## config.mk

```make
export PLATFORM = sky130hd
export DESIGN_NAME = trace_event_tx_flat
export DESIGN_NICKNAME = d
export VERILOG_FILES = /design/src/rtl/trace_event_tx_if.sv /design/src/rtl/trace_event_tx.sv /design/src/flat_wrapper.sv
export SDC_FILE = /design/constraint.sdc
export NUM_CORES = 1
export LEC_CHECK = 0
export ABC_AREA = 1
export BUFFER_PORTS_ARGS = -buffer_cell sky130_fd_sc_hd__buf_4
export CORE_MARGIN = 4
export CORE_UTILIZATION = 55
export CTS_BUF_LIST = sky130_fd_sc_hd__clkbuf_4
export DETAILED_ROUTE_END_ITERATION = 6
export PLACE_DENSITY = 0.72
export SYNTH_ARGS = -nofsm -noshare
export SYNTH_HDL_FRONTEND = slang
export SYNTH_SLANG_ARGS = --single-unit
```

## constraint.sdc

```tcl
create_clock -name clk -period 12.5 [get_ports clk]
set_input_delay 0.625 -clock clk [delete_from_list [all_inputs] [get_ports clk]]
set_output_delay 0.625 -clock clk [all_outputs]
set_load 0.01 [all_outputs]
```

## src/rtl/trace_event_tx_if.sv

```systemverilog
// trace_event_tx_if
//   Valid/ready stream carrying 16-bit tagged trace words.
//   tx_valid : word on tx_data is offered this cycle
//   tx_data  : tagged trace word
//   tx_ready : sink accepts the word; transfer on tx_valid && tx_ready
//   master modport = producer (trace_event_tx), slave modport = consumer.
interface trace_event_tx_if;
    logic        tx_valid;
    logic [15:0] tx_data;
    logic        tx_ready;

    modport master (output tx_valid, output tx_data, input tx_ready);
    modport slave  (input tx_valid, input tx_data, output tx_ready);
endinterface

```

## src/rtl/trace_event_tx.sv

```systemverilog
// trace_event_tx
//   Commit-trace producer. Samples per-cycle retire events (register write,
//   load, store), queues one FIFO entry per event cycle and serializes each
//   entry as REG / LOAD / STORE records of 16-bit tagged words. On halt the
//   cycle and instruction counts are appended as a HALT summary record.
//
// Ports
//   clk, rst_n                 : clock, asynchronous active-low reset
//   reg_wr_i/reg_id_i/reg_data_i : register writeback event
//   mem_rd_i, mem_wr_i         : load / store event
//   mem_addr_i, mem_wdata_i, mem_rdata_i : memory event payload
//   halt_i                     : halt reached the memory stage
//   ic_req_i, ic_hit_i, dc_req_i, dc_hit_i : cache event strobes
//   tx                         : output stream (trace_event_tx_if.master)
//   tx_done_o                  : summary record fully transmitted
//   overflow_o                 : sticky, an event cycle was dropped
//   drop_cnt_o                 : dropped event cycles, saturating at 0xFF
//
// Build option
//   TRACE_CACHE_STATS_EN : adds 16-bit ic_req/ic_hit/dc_req/dc_hit counters,
//   appended to the HALT record (9 words instead of 5).
//
// States
//   IDLE     | no word offered; waiting for an entry or for halt
//   HDR      | header of the current record offered
//   W1       | first payload word (reg data or address) offered
//   W2       | second payload word (rdata or wdata) offered
//   HALT_HDR | HALT header 0xF000 offered
//   SUM      | summary word idx_q offered
//   DONE     | summary sent; terminal until reset
module trace_event_tx #(
    parameter int DEPTH = 8
) (
    input  logic             clk,
    input  logic             rst_n,
    input  logic             reg_wr_i,
    input  logic [2:0]       reg_id_i,
    input  logic [15:0]      reg_data_i,
    input  logic             mem_rd_i,
    input  logic             mem_wr_i,
    input  logic [15:0]      mem_addr_i,
    input  logic [15:0]      mem_wdata_i,
    input  logic [15:0]      mem_rdata_i,
    input  logic             halt_i,
    input  logic             ic_req_i,
    input  logic             ic_hit_i,
    input  logic             dc_req_i,
    input  logic             dc_hit_i,
    trace_event_tx_if.master tx,
    output logic             tx_done_o,
    output logic             overflow_o,
    output logic [7:0]       drop_cnt_o
);
    localparam int AW = $clog2(DEPTH);

    localparam logic [2:0] S_IDLE     = 3'd0;
    localparam logic [2:0] S_HDR      = 3'd1;
    localparam logic [2:0] S_W1       = 3'd2;
    localparam logic [2:0] S_W2       = 3'd3;
    localparam logic [2:0] S_HALT_HDR = 3'd4;
    localparam logic [2:0] S_SUM      = 3'd5;
    localparam logic [2:0] S_DONE     = 3'd6;

`ifdef TRACE_CACHE_STATS_EN
    localparam logic [2:0] SUM_LAST = 3'd7;
`else
    localparam logic [2:0] SUM_LAST = 3'd3;
`endif

    // flags: bit0 REG, bit1 LOAD, bit2 STORE (emission order = bit order)
    typedef struct packed {
        logic [2:0]  flags;
        logic [2:0]  reg_id;
        logic [15:0] reg_data;
        logic [15:0] addr;
        logic [15:0] wdata;
        logic [15:0] rdata;
    } entry_t;

    logic [2:0]  state_q, state_d;
    logic [2:0]  rem_q, rem_d;
    logic [2:0]  idx_q, idx_d;
    logic        tx_valid_q, tx_valid_d;
    logic [15:0] tx_data_q, tx_data_d;
    logic        halt_pend_q;
    logic [31:0] cycle_cnt_q, inst_cnt_q;
    logic        overflow_q;
    logic [7:0]  drop_cnt_q;

    entry_t      fifo_q [DEPTH];
    logic [AW:0] wr_ptr_q, rd_ptr_q, count;
    logic [AW-1:0] rd_nxt_idx;
    entry_t      new_entry, head, next_head, cand;
    logic        has_event, full, push, pop, drop, cand_ok;
    logic        xfer, rec_done, take_next;
    logic [2:0]  rem_left, sum_sel;
    logic [15:0] sum_word;

    assign new_entry  = {mem_wr_i, mem_rd_i, reg_wr_i, reg_id_i, reg_data_i,
                         mem_addr_i, mem_wdata_i, mem_rdata_i};
    assign count      = wr_ptr_q - rd_ptr_q;
    assign full       = (count == (AW+1)'(DEPTH));
    assign has_event  = reg_wr_i | mem_rd_i | mem_wr_i;
    // The entry being serialized keeps its slot until its last word leaves,
    // so a pop in the same cycle frees room for the push.
    assign push       = has_event && !halt_pend_q && (!full || pop);
    assign drop       = has_event && !halt_pend_q && full && !pop;
    assign rd_nxt_idx = rd_ptr_q[AW-1:0] + AW'(1);
    assign head       = fifo_q[rd_ptr_q[AW-1:0]];
    assign next_head  = fifo_q[rd_nxt_idx];
    assign xfer       = tx_valid_q && tx.tx_ready;
    assign rem_left   = rem_q & (rem_q - 3'd1);
    assign sum_sel    = (state_q == S_SUM) ? idx_q + 3'd1 : 3'd0;

    function automatic logic [15:0] hdr_word(input logic [2:0] flags, input logic [2:0] id);
        if (flags[0])      return {4'h1, 9'b0, id};
        else if (flags[1]) return 16'h2000;
        else               return 16'h3000;
    endfunction

`ifdef TRACE_CACHE_STATS_EN
    logic [15:0] ic_req_cnt_q, ic_hit_cnt_q, dc_req_cnt_q, dc_hit_cnt_q;

    always_ff @(posedge clk or negedge rst_n) begin
        if (!rst_n) begin
            ic_req_cnt_q <= '0;
            ic_hit_cnt_q <= '0;
            dc_req_cnt_q <= '0;
            dc_hit_cnt_q <= '0;
        end else if (!halt_pend_q) begin
            ic_req_cnt_q <= ic_req_cnt_q + 16'(ic_req_i);
            ic_hit_cnt_q <= ic_hit_cnt_q + 16'(ic_hit_i);
            dc_req_cnt_q <= dc_req_cnt_q + 16'(dc_req_i);
            dc_hit_cnt_q <= dc_hit_cnt_q + 16'(dc_hit_i);
        end
    end
`else
    logic unused_cache;
    assign unused_cache = ^{ic_req_i, ic_hit_i, dc_req_i, dc_hit_i};
`endif

    always_comb begin
        sum_word = 16'h0;
        case (sum_sel)
            3'd0:    sum_word = cycle_cnt_q[31:16];
            3'd1:    sum_word = cycle_cnt_q[15:0];
            3'd2:    sum_word = inst_cnt_q[31:16];
            3'd3:    sum_word = inst_cnt_q[15:0];
`ifdef TRACE_CACHE_STATS_EN
            3'd4:    sum_word = ic_req_cnt_q;
            3'd5:    sum_word = ic_hit_cnt_q;
            3'd6:    sum_word = dc_req_cnt_q;
            3'd7:    sum_word = dc_hit_cnt_q;
`endif
            default: sum_word = 16'h0;
        endcase
    end

    always_comb begin
        state_d    = state_q;
        rem_d      = rem_q;
        idx_d      = idx_q;
        tx_valid_d = tx_valid_q;
        tx_data_d  = tx_data_q;
        pop        = 1'b0;
        rec_done   = 1'b0;
        take_next  = 1'b0;
        case (state_q)
            S_IDLE: take_next = 1'b1;
            S_HDR: if (xfer) begin
                state_d   = S_W1;
                tx_data_d = rem_q[0] ? head.reg_data : head.addr;
            end
            S_W1: if (xfer) begin
                if (rem_q[0]) begin
                    rec_done = 1'b1;
                end else begin
                    state_d   = S_W2;
                    tx_data_d = rem_q[1] ? head.rdata : head.wdata;
                end
            end
            S_W2: if (xfer) rec_done = 1'b1;
            S_HALT_HDR: if (xfer) begin
                state_d   = S_SUM;
                idx_d     = 3'd0;
                tx_data_d = sum_word;
            end
            S_SUM: if (xfer) begin
                if (idx_q == SUM_LAST) begin
                    state_d    = S_DONE;
                    tx_valid_d = 1'b0;
                    tx_data_d  = 16'h0;
                end else begin
                    idx_d     = idx_q + 3'd1;
                    tx_data_d = sum_word;
                end
            end
            S_DONE: ;
            default: state_d = S_IDLE;
        endcase

        if (rec_done) begin
            if (rem_left != 3'd0) begin
                state_d   = S_HDR;
                rem_d     = rem_left;
                tx_data_d = hdr_word(rem_left, head.reg_id);
            end else begin
                pop       = 1'b1;
                take_next = 1'b1;
            end
        end

        // When the head is popped this cycle, the following entry is next.
        cand    = pop ? next_head : head;
        cand_ok = pop ? (count > (AW+1)'(1)) : (count != '0);
        if (take_next) begin
            if (cand_ok) begin
                state_d    = S_HDR;
                rem_d      = cand.flags;
                tx_valid_d = 1'b1;
                tx_data_d  = hdr_word(cand.flags, cand.reg_id);
            end else if (halt_pend_q) begin
                state_d    = S_HALT_HDR;
                tx_valid_d = 1'b1;
                tx_data_d  = 16'hF000;
            end else begin
                state_d    = S_IDLE;
                tx_valid_d = 1'b0;
                tx_data_d  = 16'h0;
            end
        end
    end

    always_ff @(posedge clk) begin
        if (push) fifo_q[wr_ptr_q[AW-1:0]] <= new_entry;
    end

    always_ff @(posedge clk or negedge rst_n) begin
        if (!rst_n) begin
            state_q     <= S_IDLE;
            rem_q       <= '0;
            idx_q       <= '0;
            tx_valid_q  <= 1'b0;
            tx_data_q   <= '0;
            halt_pend_q <= 1'b0;
            cycle_cnt_q <= '0;
            inst_cnt_q  <= '0;
            overflow_q  <= 1'b0;
            drop_cnt_q  <= '0;
            wr_ptr_q    <= '0;
            rd_ptr_q    <= '0;
        end else begin
            state_q    <= state_d;
            rem_q      <= rem_d;
            idx_q      <= idx_d;
            tx_valid_q <= tx_valid_d;
            tx_data_q  <= tx_data_d;
            if (!halt_pend_q) begin
                cycle_cnt_q <= cycle_cnt_q + 32'd1;
                if (halt_i | reg_wr_i | mem_wr_i) inst_cnt_q <= inst_cnt_q + 32'd1;
                if (halt_i) halt_pend_q <= 1'b1;
            end
            if (push) wr_ptr_q <= wr_ptr_q + (AW+1)'(1);
            if (pop)  rd_ptr_q <= rd_ptr_q + (AW+1)'(1);
            if (drop) begin
                overflow_q <= 1'b1;
                if (drop_cnt_q != 8'hFF) drop_cnt_q <= drop_cnt_q + 8'd1;
            end
        end
    end

    assign tx.tx_valid = tx_valid_q;
    assign tx.tx_data  = tx_data_q;
    assign tx_done_o   = (state_q == S_DONE);
    assign overflow_o  = overflow_q;
    assign drop_cnt_o  = drop_cnt_q;
endmodule

```

## src/flat_wrapper.sv

```systemverilog
// flat-port wrapper written by rule: the top's interface ports become plain ports
module trace_event_tx_flat 
#(
    parameter int DEPTH = 8
)
  (clk, rst_n, reg_wr_i, reg_id_i, reg_data_i, mem_rd_i, mem_wr_i, mem_addr_i, mem_wdata_i, mem_rdata_i, halt_i, ic_req_i, ic_hit_i, dc_req_i, dc_hit_i, tx_done_o, overflow_o, drop_cnt_o, tx_tx_valid, tx_tx_data, tx_tx_ready);
  trace_event_tx_if tx_i ();
  input  logic clk;
  input  logic rst_n;
  input  logic reg_wr_i;
  input  logic [2:0] reg_id_i;
  input  logic [15:0] reg_data_i;
  input  logic mem_rd_i;
  input  logic mem_wr_i;
  input  logic [15:0] mem_addr_i;
  input  logic [15:0] mem_wdata_i;
  input  logic [15:0] mem_rdata_i;
  input  logic halt_i;
  input  logic ic_req_i;
  input  logic ic_hit_i;
  input  logic dc_req_i;
  input  logic dc_hit_i;
  output logic tx_done_o;
  output logic overflow_o;
  output logic [7:0] drop_cnt_o;
  output wire logic [$bits(tx_i.tx_valid)-1:0] tx_tx_valid;
  output wire logic [$bits(tx_i.tx_data)-1:0] tx_tx_data;
  input wire logic [$bits(tx_i.tx_ready)-1:0] tx_tx_ready;
  assign tx_tx_valid = tx_i.tx_valid;
  assign tx_tx_data = tx_i.tx_data;
  assign tx_i.tx_ready = tx_tx_ready;
  trace_event_tx #(.DEPTH(DEPTH)) u_core (.clk(clk), .rst_n(rst_n), .reg_wr_i(reg_wr_i), .reg_id_i(reg_id_i), .reg_data_i(reg_data_i), .mem_rd_i(mem_rd_i), .mem_wr_i(mem_wr_i), .mem_addr_i(mem_addr_i), .mem_wdata_i(mem_wdata_i), .mem_rdata_i(mem_rdata_i), .halt_i(halt_i), .ic_req_i(ic_req_i), .ic_hit_i(ic_hit_i), .dc_req_i(dc_req_i), .dc_hit_i(dc_hit_i), .tx(tx_i), .tx_done_o(tx_done_o), .overflow_o(overflow_o), .drop_cnt_o(drop_cnt_o));
endmodule
```

Yosys cells after proc, flatten, opt, wreduce, memory -nomap -nowiden
Memory sizes are Yosys's and may differ from the RTL's.
Cells that the tools add are included.
{ "totals": {"mem_bits_ro": 0, "ram_bits": 560, "elab_cells": 127, "latch_bits": 0, "in_bits": 78, "output_inout_bits": 27, "ff_bits": 108, "mem_count": 1} }
{ "op_classes": {"n_reduce_logical": 22, "muxes": 61, "bitwise": 6, "n_eq_ne": 15, "mul": 0, "shifts": 0, "order_cmp": 1, "div": 0, "add_sub_neg": 9} }
{ "mem_list": {"columns": ["name", "words", "word_bits", "read_ports", "rd_clocked_by_memory_dff", "write_ports", "line_no", "text"], "rows": [
  ["u_core.fifo_q", 8, 70, 2, 0, 1, "trace_event_tx.sv:90", "entry_t fifo_q [DEPTH];"]
]} }
{ "op_table": {"columns": ["cell", "count"], "rows": [
  ["$mux W16", 15],
  ["$pmux W16 S4", 2],
  ["$mux W70", 1],
  ["$add A32 B1 Y32 const B", 2],
  ["$mux W3", 19],
  ["$mux W13", 2],
  ["$mux W1", 19],
  ["$eq A3 B2 Y1 const B", 5],
  ["$pmux W3 S5", 1],
  ["$eq A3 B3 Y1 const B", 3],
  ["$add A4 B1 Y4 const B", 2],
  ["$add A8 B1 Y8 const B", 1],
  ["$ne A8 B8 Y1 const B", 1],
  ["$reduce_bool A2 Y1", 4],
  ["$add A3 B1 Y3 const B", 2],
  ["$eq A3 B1 Y1 const B", 2],
  ["$logic_not A3 Y1", 2],
  ["$pmux W3 S2", 1],
  ["$logic_and A1 B1 Y1", 5],
  ["$eq A4 B4 Y1 const B", 1],
  ["$gt A4 B1 Y1 const B", 1],
  ["$ne A2 B1 Y1 const B", 2],
  ["$or A1 B1 Y1", 4],
  ["$reduce_and A2 Y1", 2],
  ["13 further kinds", 15]
]} }

Logic depth before layout (Yosys ltp)
Gate-level depths: netlist (run 1).
{ "logic_depth": {"word_depth": 10, "ltp_mapped": 14, "ltp_nobuf": 13} }

Worst setup path before layout (run 1)
No wires, ideal clock.
{ "synth_timing": {"kind": "flip-flop to flip-flop", "from": "register u_core.rd_ptr_q[1]", "to": "memory u_core.fifo_q[0][0] in the netlist's numbering, enable pin", "n_path_buf": 3, "t_required_ps": 12002, "path_stages_with_launch": 15, "setup_ps": 498, "synth_period_minus_slack_ps": 5504, "arrival_ps": 5006, "slack_ps": 6996, "cell_sequence": "dfrtp_1 buf_2 inv_2 buf_2 buf_1 ha_1 nand3_1 nand2_1 xnor2_1 nor2_1 nand4_4 nand2_4 clkinv_2 nand2_2 nor2_1"} }
{ "synth_between": {"elab_chain_len": 7} }
{ "synth_rtl": {"columns": ["element", "line_no", "text"], "rows": [
  ["start: declaration", "trace_event_tx.sv:91", "logic [AW:0] wr_ptr_q, rd_ptr_q, count;"],
  ["start signal: assignment", "trace_event_tx.sv:264", "if (pop) rd_ptr_q <= rd_ptr_q + (AW+1)'(1);"],
  ["$sub A4 B4 Y4", "trace_event_tx.sv:101", "assign count = wr_ptr_q - rd_ptr_q;"],
  ["$eq A4 B4 Y1", "trace_event_tx.sv:102", "assign full = (count == (AW+1)'(DEPTH));"],
  ["$logic_not A1 Y1", "trace_event_tx.sv:106", "assign push = has_event && !halt_pend_q && (!full || pop);"],
  ["$logic_or A1 B1 Y1", "trace_event_tx.sv:106", null],
  ["$logic_and A1 B1 Y1", "trace_event_tx.sv:106", null],
  ["$mux W1", "trace_event_tx.sv:235", "if (push) fifo_q[wr_ptr_q[AW-1:0]] <= new_entry;"],
  ["$mux W1 (not written as such)", "trace_event_tx.sv:235", null],
  ["end: declaration", "trace_event_tx.sv:90", null]
]} }
No other way between the ends.

Worst setup path in the final report (run 1)
{ "layout_timing": {"from": "register u_core.rd_ptr_q[1]", "to": "memory u_core.fifo_q[6][52] in the netlist's numbering, enable pin"} }
Same word-level chain as after synthesis.

==> results of run 1 <==
-- layer usage --
metal  up-vias  share of wire
li1      10400              -
met1     10700           0.41
met2      1026           0.48
met3       149          0.085
met4         4          0.029
met5         -        0.00027
-- timing repair --
action,in CTS,in global routing
resized for setup,0,0
hold buffers,73,0
endpoints found under the hold margin,611,0
-- cell families (layout without fill, tap and decap cells) --
family          Yosys count  after routing  synth area share
compound gates          207            207            0.0392
xor+xnor                 69             69            0.0204
fa+ha+maj                11             11           0.00490
buf+inv                 304            658            0.0420
flops                   668            668             0.659
other cells               0              4                 0
simple gates           1593           1593             0.235
-- final timing paths --
kind                                                          end                            from  depth (start not counted)  slack [ns]
worst min register to register      u_core.overflow_o$_DFFE_PN0P_   u_core.overflow_o$_DFFE_PN0P_                          1        0.48
worst max register to register     u_core.fifo_q[6][52]$_DFFE_PP_  u_core.rd_ptr_q[1]$_DFFE_PN0P_                         10        7.50
worst min-delay path            u_core.inst_cnt_q[20]$_DFFE_PN0P_                           rst_n                          2        0.16
max in group asynchronous          u_core.rd_ptr_q[2]$_DFFE_PN0P_                           rst_n                          3       11.03
worst max-delay path               u_core.fifo_q[6][52]$_DFFE_PP_  u_core.rd_ptr_q[1]$_DFFE_PN0P_                         10        7.50
min in group clk                   u_core.fifo_q[0][25]$_DFFE_PP_                  mem_wdata_i[9]                          2        0.40
-- cells in the mapped netlist, drive strengths merged --
master  instances
nand4          42
nand2         750
xor2           46
o21ai         112
nor2          267
nor4            6
buf            82
o31ai           3
o22ai           3
nand3b         11
nand3         485
clkbuf         64
a21oi          47
or2             2
nor3b           2
a31oi           4
edfxtp        560
o211ai         36
clkinv          2
dfrtp         108
and2            2
inv           156
ha             10
o21bai          1
xnor2          23
nor3           26
fa              1
a22o            1
-- metrics by stage --
step                area, um^2   util
CTS                      33800  0.639
global route             33900  0.639
finish                   33900  0.639
global placement         30800  0.582
detailed placement       30800  0.582
floorplan                29600      -
-- layout make-up --
class / count / area (um^2) / area share
clock buffer: 256 / 1920 / 0.0568
timing repair buffer: 196 / 1650 / 0.0489
multi-input combinational: 1880 / 8930 / 0.264
antenna: 4 / 10.0 / 0.000296
clock inverter: 48 / 354 / 0.0105
sequential: 668 / 19500 / 0.577
tap: 688 / 861 / 0.0254
inverter: 158 / 604 / 0.0178
-- registers in the layout, summed over array words and instances, names as in the netlist, 4 cells and up --
name / count
u_core.fifo_q: 560
u_core.cycle_cnt_q: 32
u_core.inst_cnt_q: 32
u_core.tx.tx_data: 16
u_core.drop_cnt_o: 8
u_core.rd_ptr_q: 4
u_core.wr_ptr_q: 4
-- power breakdown --
part	internal, mW	switching, mW
Clock	1.06	0.863
Sequential	2.46	0.136
Combinational	0.648	1.49
==> qor.yml, run 1 <==
timing:
  slew_headroom: 0.245
  fmax_ghz: 0.200
  setup_viol: 0
  tightest_slew_ns: 1.13
  setup_tns_ns: 0
  hold_slack_ns: 0.163
  rsz0062_at_grt: "false"
  hold_viol: 0
  fin_crit_sh: 0.400
  clock-skew-final_ns: 0.0567
  fin_crit_ns: 5.00
  fin_ws_ns: 7.50
  slew_viol_final: 0
synth:
  synth_top_area_cell: "edfxtp_1"
  ys_seq_area_frac: 0.659
  synth_cell_type_count: 46
  syn_nets: 2941
  synth_top_area_frac: 0.568
  syn_area_per_cell_um2: 10.4
  synthCells: 2852
  ys_top_cells_by_area: "edfxtp_1, nand2_1, dfrtp_1"
  ys_ff_latch: 668
  ys_warn_count: 0
  synthesis.area_um2: 29600
clocking:
  clk-insertion-delay-late_ns: 1.02
  cts.clk_slew.worst_paths_ns: 0.07
  post_cts_buffers: 0
  htreeDepth: 4
  cts_max_path_buffers: 3
  cts_buffers: 168
  cts_tree: "yes"
  cts-root-buf: "clkbuf_4"
  cts_num_sinks: 668
status:
  status: "complete, no violations"
power:
  p_per_area_nw_per_um2: 196
  leakagePower_nw: 13.1
  power_mw: 6.65
  peakVddDrop_mv: 0.163
setup_path:
  cp_slowest_stage_delay_ns: 1.11
  crit_required_ns: 13.11
  cp.arrival_ns: 5.61
  path_delay_family: "buffers and inverters"
  endpoint_kind: "register"
  cpMaxStageDelayCell: "dfrtp_4"
  startpoint_type: "register"
  crit_chain: "inv_4, fa_1, xor2_1, nor2_1, nand4_4, nand2_4, clkinv_2, nand2_2, nor2_4, buf_4"
  crit_type: "register to register"
  cp_num_buf_inv: 3
  crit_fanout: 66
global_routing:
  use_met3: 0.0599
  first_global_vias: 21800
  busiest_layer: "met2"
  globalRouteOverflowTotal: 0
  grt.total_usage: 0.267
  grt_max_degree: 178
  antenna_found_initial: 6
  grt.met2_usage: 0.424
  use_met1: 0.363
  grt_pass1_wl_mm: 119
drt:
  drt-vias-per-instance: 5.72
  remaining_drc_errors: 0
  drt_iter0_markers: 2394
  ant_nets: 0
  drt_wl_total_mm: 76.9
  vias: 22300
  drtPass1Iterations: 6
  routedWlPerCell_um: 19.7
cells_and_area:
  nets: 3161
  area_growth_pct: 14.3
  final_common_cell: "nand2_1"
  layoutNonFillerInstCount: 3898
  fill_cells: 4220
  drive_above_1_share: 0.139
  layout_common_cells: "nand2_1, edfxtp_1, nand3_1"
floorplanning:
  coreArea_um2: 53000
  start_util: 0.559
  design.portCount: 105
  die_area_um2: 57600
  die_h_um: 240
  rows: 84
  die_w_um: 240
place:
  dp_slack_ns: 7.58
  placed_cells: 3517
  portBuffers: 100
  place_hpwl_mm: 43.7
  routabilityCongestion: 0.937
run:
  maxCapViolCount: 0
hold_path:
  hp-class: "primary input to asynchronous set/reset pin"
Power figures use the tool's default switching activity.
==> inputs of run 2 (changes only) <==
==> constraint.sdc (replaced) <==
create_clock -name clk -period 5.1 [get_ports clk]
set_input_delay 0.255 -clock clk [delete_from_list [all_inputs] [get_ports clk]]
set_output_delay 0.255 -clock clk [all_outputs]
set_load 0.01 [all_outputs]
==> run 2 against run 1 <==
Net effect: register-to-register slack got worse by 5.9 ns; non-clock buffer count is 78 higher; wire length down 0.43%; worst setup slack got worse by 5.9 ns; critical path type unchanged; largest power group unchanged; highest routed layer unchanged.
==> qor.yml, run 2 (synthesis gave the netlist of run 1 again) <==
status:
  status: "complete, no violations"
global_routing:
  grt_pass1_wl_mm: 119  # -0.22%
  antenna_found_initial: 4  # -2
  first_global_vias: 21800  # +0.032%
  grt_max_degree: 203  # +14%
  grt.total_usage: 0.266  # -0.00134
  globalRouteOverflowTotal: 0  # unchanged
timing:
  setup_viol: 0  # unchanged
  slew_headroom: 0.206  # -0.0389
  setup_tns_ns: 0  # unchanged
  hold_viol: 0  # unchanged
  clock-skew-final_ns: 0.0608  # +0.00406 ns
  rsz0062_at_grt: "false"
  tightest_slew_ns: 1.19  # +0.0583 ns
  fin_ws_ns: 1.63  # -5.87 ns
  slew_viol_final: 0  # unchanged
  fmax_ghz: 0.288  # +44%
  fin_crit_ns: 3.47  # -1.53 ns
  fin_crit_sh: 0.680  # +0.280
  hold_slack_ns: 0.0901  # -0.0732 ns
clocking:
  cts.clk_slew.worst_paths_ns: 0.06  # about the same
  cts_num_sinks: 668  # unchanged
  cts-root-buf: "clkbuf_4"
  clk-insertion-delay-late_ns: 1.01  # about the same
  cts_resized: 0  # unchanged
  htreeDepth: 4  # unchanged
  cts_buffers: 170  # +1.2%
  cts_tree: "yes"
  cts_max_path_buffers: 3  # unchanged
drt:
  ant_nets: 0  # unchanged
  drt_iter0_markers: 2297  # -4.1%
  drt_wl_total_mm: 76.6  # -0.43%
  drtPass1Iterations: 6  # unchanged
  remaining_drc_errors: 0  # unchanged
  routedWlPerCell_um: 19.3  # -2.1%
  vias: 22400  # +0.72%
  drt-vias-per-instance: 5.66  # -0.93%
power:
  leakagePower_nw: 13.4  # +1.8%
  p_per_area_nw_per_um2: 463  # +140%
  power_mw: 16.0  # +140%
  peakVddDrop_mv: 0.413  # +150%
cells_and_area:
  final_common_cell: "nand2_1"
  fin_util: 0.651  # +0.0117
  drive_above_1_share: 0.135  # -0.00430
  final_area_um2: 34500  # +1.8%
  nets: 3241  # +2.5%
  fill_cells: 4120  # -2.4%
  largest_reg_flops: 560  # unchanged
  layout_common_cells: "nand2_1, edfxtp_1, nand3_1"
  layoutNonFillerInstCount: 3963  # +1.7%
  area_growth_pct: 16.4
floorplanning:
  die_h_um: 240  # unchanged
  start_util: 0.559  # unchanged
  coreArea_um2: 53000  # unchanged
  design.portCount: 105  # unchanged
  rows: 84  # unchanged
  die_area_um2: 57600  # unchanged
  die_w_um: 240  # unchanged
run:
  maxCapViolCount: 0  # unchanged
setup_path:
  endpoint_kind: "register"
  crit_required_ns: 5.68  # -7.43 ns
  crit_fanout: 43  # -35%
  cp.arrival_ns: 4.05  # -1.56 ns
  crit_type: "register to register"
  startpoint_type: "register"
hold_path:
  hp-class: "primary input to register"
place:
  routabilityCongestion: 0.961  # +2.6%
  placed_cells: 3524  # +0.20%
  placed_area_um2: 30900  # +0.33%
  dp_slack_ns: 1.66  # -5.92 ns
  portBuffers: 100  # unchanged
  place_hpwl_mm: 43.3  # -0.93%
==> run 2: cell types whose count changed in the layout (fill, tap and decap cells not counted), sizes merged <==
cell	delta
inv	+2
bufinv	-5
clkbuf	-15
clkinv	+2
dlygate4sd3	+70
clkinvlp	+3
buf	+8
==> run 2: repair_timing <==
action | in CTS | in global routing
hold buffers | 144 | 0
endpoints found under the hold margin | 672 | 0
setup buffers | 0 | 0
==> run 2: final cells by class <==
type	count	area (um^2)	share of cell area
Clock inverter	50	256	0.00744
Tap cell	688	861	0.0250
Timing Repair Buffer	274	2480	0.0721
Inverter	158	604	0.0175
Sequential cell	668	19500	0.566
Clock buffer	241	1810	0.0525
Antenna cell	4	10.0	0.000290
Multi-Input combinational cell	1880	8930	0.259
==> run 2: worst max-delay path, cell delays in order (launching register included) <==
cell,delay [ns]
dfrtp_1,0.36
nand2_1,0.21
inv_2,0.55
nand2_1,0.17
o22ai_2,0.30
nand2_4,0.18
nand4_4,0.17
nand2_4,0.09
clkinv_2,0.09
nand2_2,0.15
nor2_4,0.12
buf_4,0.66
==> run 2: metal layers <==
layer  track usage  vias to the layer above  share of wire
met3        0.0599                      182          0.083
met1         0.355                    10800           0.40
li1              -                    10500              -
met2         0.419                      959           0.48
met5             0                        -        0.00031
met4         0.127                        4          0.036
==> run 2: final timing paths <==
check | start | to | slack [ns] | cells after the start
max reg2reg | u_core.tx.tx_valid$_DFFE_PN0P_ | u_core.fifo_q[4][21]$_DFFE_PP_ | 1.63 | 11
min | reg_wr_i | u_core.fifo_q[1][67]$_DFFE_PP_ | 0.09 | 2
min reg2reg | u_core.overflow_o$_DFFE_PN0P_ | u_core.overflow_o$_DFFE_PN0P_ | 0.47 | 1
max in group asynchronous | rst_n | u_core.rd_ptr_q[0]$_DFFE_PN0P_ | 3.83 | 4
min in group asynchronous | rst_n | u_core.inst_cnt_q[3]$_DFFE_PN0P_ | 0.35 | 4
max | u_core.tx.tx_valid$_DFFE_PN0P_ | u_core.fifo_q[4][21]$_DFFE_PP_ | 1.63 | 11
==> run 2: where the power goes <==
part	switching [mW]	total, mW	internal, mW
clock network	2.12	4.34	2.22
logic	3.74	5.40	1.65
registers	0.186	6.22	6.03
